## src/rtl/race_pkg.sv

```systemverilog
// Shared definitions for the RACE filter front end: default widths, MAC timing
// and the tap sequencer state encoding.
package race_pkg;

   localparam int SAMPLE_SIZE_D = 16;
   localparam int COEFF_SIZE_D  = 17;
   localparam int ACC_W         = SAMPLE_SIZE_D + COEFF_SIZE_D;

   // Multiplier register followed by accumulator register; the two drain states cover it.
   localparam int MAC_LATENCY   = 2;

   typedef enum logic [2:0] {
      IDLE,
      RUN,
      DRAIN1,
      DRAIN2,
      CAPTURE
   } seq_state_t;

endpackage

```

## src/rtl/tap_ram.sv

```systemverilog
// DEPTH x W register file: synchronous write, combinational read, cleared on reset.
// Used for both the sample delay line and the coefficient file.
module tap_ram #(
   parameter int DEPTH = 32,
   parameter int W     = 16,
   parameter int AW    = $clog2(DEPTH)
) (
   input  logic          clk,
   input  logic          rst,
   input  logic          we,
   input  logic [AW-1:0] waddr,
   input  logic [W-1:0]  wdata,
   input  logic [AW-1:0] raddr,
   output logic [W-1:0]  rdata
);

   logic [DEPTH-1:0][W-1:0] mem;

   always_ff @(posedge clk or posedge rst) begin
      if (rst)
         mem <= '0;
      else if (we)
         mem[waddr] <= wdata;
   end

   assign rdata = mem[raddr];

endmodule

```

## src/rtl/fir_tap_sequencer.sv

```systemverilog
// Streams TAPS (sample, coefficient) pairs per accepted sample into the MAC and
// turns the free-running MAC accumulator into per-frame results by differencing.
module fir_tap_sequencer
   import race_pkg::*;
#(
   parameter int SAMPLE_SIZE = SAMPLE_SIZE_D,
   parameter int COEFF_SIZE  = COEFF_SIZE_D,
   parameter int TAPS        = 32,
   localparam int AW         = $clog2(TAPS),
   localparam int YW         = SAMPLE_SIZE + COEFF_SIZE
) (
   input  logic                   clk,
   input  logic                   rst,
   input  logic                   s_valid,
   output logic                   s_ready,
   input  logic [SAMPLE_SIZE-1:0] s_data,
   input  logic                   c_we,
   input  logic [AW-1:0]          c_addr,
   input  logic [COEFF_SIZE-1:0]  c_wdata,
   output logic                   busy,
   output logic                   mac_en,
   output logic [SAMPLE_SIZE-1:0] mac_s,
   output logic [COEFF_SIZE-1:0]  mac_c,
   input  logic [YW-1:0]          acc_in,
   output logic                   y_valid,
   output logic [YW-1:0]          y_data
);

   seq_state_t state, state_nx;

   logic [AW-1:0]          head;
   logic [AW-1:0]          k;
   logic [YW-1:0]          prev;
   logic                   accept;
   logic                   coef_we;
   logic [SAMPLE_SIZE-1:0] samp_rd;
   logic [COEFF_SIZE-1:0]  coef_rd;

   assign s_ready = (state == IDLE);
   assign accept  = s_valid && (state == IDLE);
   assign coef_we = c_we && (state == IDLE);

   // New sample lands one slot ahead of head; reads walk backwards from the new head.
   tap_ram #(.DEPTH(TAPS), .W(SAMPLE_SIZE), .AW(AW)) u_samp (
      .clk   (clk),
      .rst   (rst),
      .we    (accept),
      .waddr (head + 1'b1),
      .wdata (s_data),
      .raddr (head - k),
      .rdata (samp_rd)
   );

   // k is 0 in IDLE, so the same read port supplies coef[0] at accept time.
   tap_ram #(.DEPTH(TAPS), .W(COEFF_SIZE), .AW(AW)) u_coef (
      .clk   (clk),
      .rst   (rst),
      .we    (coef_we),
      .waddr (c_addr),
      .wdata (c_wdata),
      .raddr (k),
      .rdata (coef_rd)
   );

   always_comb begin
      state_nx = state;
      case (state)
         IDLE:    if (accept) state_nx = RUN;
         RUN:     if (k == AW'(TAPS - 1)) state_nx = DRAIN1;
         DRAIN1:  state_nx = DRAIN2;
         DRAIN2:  state_nx = CAPTURE;
         CAPTURE: state_nx = IDLE;
         default: state_nx = IDLE;
      endcase
   end

   always_ff @(posedge clk or posedge rst) begin
      if (rst) begin
         state   <= IDLE;
         head    <= '0;
         k       <= '0;
         prev    <= '0;
         busy    <= 1'b0;
         mac_en  <= 1'b0;
         mac_s   <= '0;
         mac_c   <= '0;
         y_valid <= 1'b0;
         y_data  <= '0;
      end else begin
         state   <= state_nx;
         busy    <= (state_nx != IDLE);
         mac_en  <= 1'b0;
         y_valid <= 1'b0;
         case (state)
            IDLE: begin
               if (accept) begin
                  // Tap 0 is forwarded straight from the input; the RAM write lands this edge.
                  head   <= head + 1'b1;
                  mac_s  <= s_data;
                  mac_c  <= coef_rd;
                  mac_en <= 1'b1;
                  k      <= AW'(1);
               end
            end
            RUN: begin
               mac_s  <= samp_rd;
               mac_c  <= coef_rd;
               mac_en <= 1'b1;
               k      <= k + 1'b1;   // wraps back to 0 after the last tap
            end
            CAPTURE: begin
               // Modular difference; accumulator wrap cancels out.
               y_data  <= acc_in - prev;
               prev    <= acc_in;
               y_valid <= 1'b1;
            end
            default: ;
         endcase
      end
   end

endmodule
```

## config.mk

```make
export PLATFORM = sky130hd
export DESIGN_NAME = fir_tap_sequencer
export DESIGN_NICKNAME = d
export VERILOG_FILES = /design/src/rtl/race_pkg.sv /design/src/rtl/tap_ram.sv /design/src/rtl/fir_tap_sequencer.sv
export SDC_FILE = /design/constraint.sdc
export NUM_CORES = 2
export LEC_CHECK = 0
export CAP_MARGIN = 20
export CORE_MARGIN = 4
export CORE_UTILIZATION = 55
export CTS_CLUSTER_DIAMETER = 200
export DETAILED_ROUTE_END_ITERATION = 16
export PLACE_DENSITY = 0.72
export SLEW_MARGIN = 20
export SYNTH_ARGS = -nofsm -noshare
export SYNTH_HDL_FRONTEND = slang
export SYNTH_HIERARCHICAL = 1
export SYNTH_SLANG_ARGS = --single-unit
export TNS_END_PERCENT = 5
```

## constraint.sdc

```tcl
create_clock -name clk -period 41.5 [get_ports clk]
set_input_delay 12.45 -clock clk [delete_from_list [all_inputs] [get_ports clk]]
set_output_delay 12.45 -clock clk [all_outputs]
set_load 0.02 [all_outputs]
```

# ---- Word-level counts from Yosys, hierarchy flattened
# Cells that the tools add are included.
dict set report word_totals {
  register_bits 1171
  inputBits 75
  out_inout_bits 70
  word_cells 121
}
dict set report op_classes {
  n_addsub 4
  magnitude_cmp 6
  n_eq_ne 6
  muxes 22
  n_reduce_logical 9
}
# cell n
set ops {}
lappend ops {{544-bit bitwise mux} 1}
lappend ops {{512-bit bitwise mux} 1}
lappend ops {{17-bit binary-select mux with 5-bit select} 1}
lappend ops {{17-bit demux with 5-bit select} 1}
lappend ops {{16-bit binary-select mux with 5-bit select} 1}
lappend ops {{16-bit demux with 5-bit select} 1}
lappend ops {{17-bit two-way mux} 3}
lappend ops {{16-bit two-way mux} 3}
lappend ops {{17-bit case mux with 2 select lines} 1}
lappend ops {{33-bit subtractor} 1}
lappend ops {{16-bit case mux with 2 select lines} 1}
lappend ops {{5-bit by 6-bit < comparator with 1-bit output (second input constant)} 4}
lappend ops {{3-bit case mux with 4 select lines} 1}
lappend ops {{5-bit by 1-bit adder with 5-bit output (second input constant)} 2}
lappend ops {{5-bit by 1-bit >= comparator with 1-bit output (second input constant)} 2}
lappend ops {{5-bit case mux with 2 select lines} 1}
lappend ops {{3-bit by 2-bit == test with 1-bit output (second input constant)} 2}
lappend ops {{3-bit two-way mux} 2}
lappend ops {{5-bit == test (second input constant)} 1}
lappend ops {{5-bit two-way mux} 1}
lappend ops {{5-bit subtractor} 1}
lappend ops {{1-bit logical AND} 4}
lappend ops {{2-bit AND reduction} 2}
lappend ops {{3-bit by 1-bit == test with 1-bit output (second input constant)} 1}
lappend ops {{7 further kinds} 8}

# ---- Longest topological paths before layout
dict set report logic_depth {
  depth_word 6
  depth_mapped 16
  depth_no_buf 13
}

# ---- Cells and area by module
# The synthesis kept the hierarchy.
# module n_inst cells_each area_each_um2 seq_area_each_um2
set by_module_without_submodules {}
lappend by_module_without_submodules {{tap_ram (u_coef)} 1 1834 25374.3 13613.1}
lappend by_module_without_submodules {{tap_ram (u_samp)} 1 1731 24272.0 12812.3}
lappend by_module_without_submodules {fir_tap_sequencer 1 764 6675.2 2877.8}

# ---- Least setup slack after synthesis
# OpenSTA, ideal clock, no wires.
dict set report synth_path {
  path_type {in2reg}
  start {input acc_in[0]}
  end {register y_data[32]}
  setup_ps 131
  arrival_ps 14424
  required_time_ps 41369
  setup_slack_ps 26945
  cell_stages 9
  n_path_buf 0
  cell_sequence {inv_1 > ha_1 > fa_1 > nand2b_1 > a21oi_1 > o31ai_1 > a21oi_1 > nor4_1 > or3_1}
}
dict set report synth_via {
  elab_chain_cells 1
}
# element line
set synth_rtl {}
lappend synth_rtl {{start, declared} fir_tap_sequencer.sv:24} ;# input logic [YW-1:0] acc_in,
lappend synth_rtl {{33-bit subtractor} fir_tap_sequencer.sv:113} ;# y_data <= acc_in - prev;
lappend synth_rtl {{end signal, assigned} fir_tap_sequencer.sv:113}
lappend synth_rtl {{end, declared} fir_tap_sequencer.sv:26} ;# output logic [YW-1:0] y_data
# Every way passes these cells.
# A chain may end at the register's enable or synchronous reset.

==> impl_metrics.env <==
export IMPL_status="finished, final reports clean"
export IMPL_synthCells=4329
export IMPL_ys_flop_type="dfrtp_1"
export IMPL_power_mw=4.66
export IMPL_grt_pass1_wl_microns=216000
export IMPL_grt_usage_pct=25.8
export IMPL_place_congestion=0.829
export IMPL_regToRegStartpoint="head[0]"
export IMPL_fin_util_pct=61.0
export IMPL_clk_path_buf_depth=3
export IMPL_die_w_microns=328
export IMPL_whs_ps=480
export IMPL_path_max_fanout=175
export IMPL_synth_top_cell_by_area="dfrtp_1"
export IMPL_slew_headroom_pct=27.2
export IMPL_clock_skew_ps=21.1
export IMPL_cts_hold_buf=0
export IMPL_wl_per_cell_microns=24.0
export IMPL_synthTopCellsByArea="dfrtp_1 (52%), mux2_2 (21%), mux2i_1 (9.4%), a22oi_1 (1.8%), nand2_1 (1.3%)"
export IMPL_setup_tns_ps=0
export IMPL_die_height_microns=328
export IMPL_area_growth_pct=10.2
export IMPL_drc=0
export IMPL_max_freq_ghz=0.0633
export IMPL_grt_max_degree=176
export IMPL_vias=35200
export IMPL_cp_arrival_ps=16530
export IMPL_initial_core_util_pct=55.4
export IMPL_peakVddDrop_v=0.000111
export IMPL_cts_resized=0
export IMPL_p_seq_share_pct=31.7
export IMPL_maxCapViolations=0
export IMPL_hpwl_microns=84300
export IMPL_switching_share_pct=39.4
export IMPL_finalMaxSlewViolations=0
export IMPL_min_period_over_period_pct=38.1
export IMPL_leakage_nw=31.0
export IMPL_avgSynthCellArea_sq_um=13.0
export IMPL_p_comb_share_pct=45.3
export IMPL_path_clk_slew_ps=70
export IMPL_setup_violations=0
export IMPL_cts_tree="yes"
export IMPL_grt_overflow=0
export IMPL_yosys_warnings=6
export IMPL_row_count=117
export IMPL_hold_path_startpoint="y_data[14]"
export IMPL_final_cell_area_sq_mm=0.0621
export IMPL_core_area_sq_mm=0.102
export IMPL_ys_seq_area_share_pct=52.0
export IMPL_portBuffers=144
export IMPL_async_reset_ff_share_pct=100
export IMPL_numCtsBuffers=117
export IMPL_ys_seq_elements=1171
export IMPL_synthesis_nets=4445
export IMPL_switchingPower_mw=1.84
export IMPL_worstMarginPinSlew_ps=1090
export IMPL_worst_setup_path_start_kind="input port"
export IMPL_p_clk_share_pct=23.0
export IMPL_grt_pass1_vias=36100
export IMPL_antenna_found_initial=2
export IMPL_firstDrtPassIters=5
export IMPL_hold_class="flip-flop to flip-flop"
export IMPL_clock_root_buffer="clkbuf_16"
export IMPL_cts_setup_buffers=0
export IMPL_hold_viol_final=0
export IMPL_yosysUniqueCellTypes=80
export IMPL_fin_crit_ps=15810
export IMPL_r2r_setup_slack_ps=36010
export IMPL_clk_insertion_delay_late_ps=710
export IMPL_crit_type="input port to asynchronous set/reset pin"
export IMPL_pin_count=145
export IMPL_dpl_instance_area_sq_mm=0.0582
export IMPL_endpoint_kind="asynchronous set/reset pin"
export IMPL_drive_gt1_share_pct=32.7
export IMPL_die_area_sq_mm=0.108
export IMPL_cts_num_sinks=1171
export IMPL_routed_wl_microns=139000
export IMPL_viasPerCell=6.09
export IMPL_ant_nets=0
export IMPL_nets=4425
export IMPL_synth_top_area_share_pct=52.0
export IMPL_rsz0062_at_grt="false"
export IMPL_required_ps=42220
export IMPL_synth_edff_count=0
export IMPL_syn_cell_area_sq_mm=0.0563
export IMPL_first_iter_violations=2575
export IMPL_cp_startpoint="rst"
export IMPL_htreeDepth=3
export IMPL_p_per_area_mw_per_mm2=75.1
export IMPL_p_int_mw=2.82
-- flip-flops by register name, indices dropped and copies added, names as in the netlist --
name        flops
u_samp/mem    512
u_coef/mem    544
head            5
k               5
state           3
mac_s          16
y_data         33
y_valid         1
mac_en          1
mac_c          17
prev           33
busy            1
-- critical path: stages --
cell and delay [ps]:
clkdlybuf4s50_1 730, inv_8 680, buf_12 640, buf_4 840, buf_4 830
-- path summary, 6_finish.rpt --
kind | end | cells past startpoint
worst max-delay path | u_samp/mem[166] | 5
worst min-delay path | y_data[14] | 2
worst max register to register | mac_s[1] | 13
worst min register to register | y_data[14] | 2
max in group clk | u_samp/mem[329] | 7
min in group asynchronous | mac_c[2] | 2
-- power by group through the flow --
stage          clock network [mW]  logic [mW]  registers (mW)
2_1_floorplan                   0        1.48            1.49
3_3_place_gp                    0        2.08            1.49
3_5_place_dp                    0        2.10            1.50
4_1_cts                      1.10        2.11            1.48
5_1_grt                      1.15        2.24            1.51
6_report                     1.07        2.11            1.48
-- metrics by stage --
step / setup slack (ps) / cells
final: 25690 / 5773
after global routing: 25170 / 5773
after CTS: 25580 / 5771
after detailed placement: 24810 / 5557
after global placement: 24810 / 5557
after floorplan: 13840 / 4329
-- layout by cell type (no fill, tap or decap), drive strengths merged, types with 9 or more instances in the layout --
master         synthesis  layout
dfrtp               1171    1171
mux2                1074    1074
mux2i                528     528
nand2                235     235
clkbuf               186     167
a22oi                135     135
clkdlybuf4s50          0     134
a21oi                116     116
nand3                 91      91
nor2                  81      81
buf                  163      76
o21ai                 69      69
a22o                  66      66
inv                   58      64
nor3                  50      50
a31oi                 49      49
nand4                 44      44
ha                    39      39
clkinv                 0      28
xnor2                 15      15
o31ai                 13      13
o21a                  12      12
bufinv                 0      10
nor3b                 10      10
nand3b                10      10
a21o                   9       9
nor2b                  9       9
-- area by class of cell --
type / instances / area, sq um
antenna: 1 / 2.50
clock buffer: 167 / 3320
clock inverter: 47 / 568
fill: 8006 / 39700
inverter: 58 / 245
multi-input combinational: 2751 / 25000
sequential: 1171 / 29300
tap: 1368 / 1710
timing repair buffer: 210 / 1910
-- metal layers --
metal	share of wire [%]	vias up	global-route usage, %
met5	0	-	0
met4	3.3	0	8.67
met3	4.2	240	3.55
met2	49	796	42.8
met1	44	18500	35.1
li1	-	15700	-
-- cell families (layout without fill, tap and decap cells) --
kind of cell / Yosys count / after routing / share of synthesized area (%)
and+or+nand+nor: 576 / 576 / 5.76
DFF: 1171 / 1171 / 52.0
buffers and inverters: 407 / 482 / 3.68
muxes: 1602 / 1602 / 31.1
adders and majority gates: 41 / 41 / 0.937
other: 0 / 1 / 0
xor gates and xnor gates: 21 / 21 / 0.327
AOI/OAI and AO/OA: 511 / 511 / 6.15
-- synthesized netlist by cell type, types with 44 or more instances --
library cell,n
nor2_1,48
a21oi_1,115
clkbuf_1,185
nand4_1,44
a22oi_1,135
nor3_1,48
inv_1,58
buf_2,81
mux2i_1,528
mux2_2,1026
a22o_1,66
o21ai_0,65
dfrtp_1,1171
a31oi_1,49
nand2_1,202
nand3_1,89
Power figures use the tool's default switching activity.
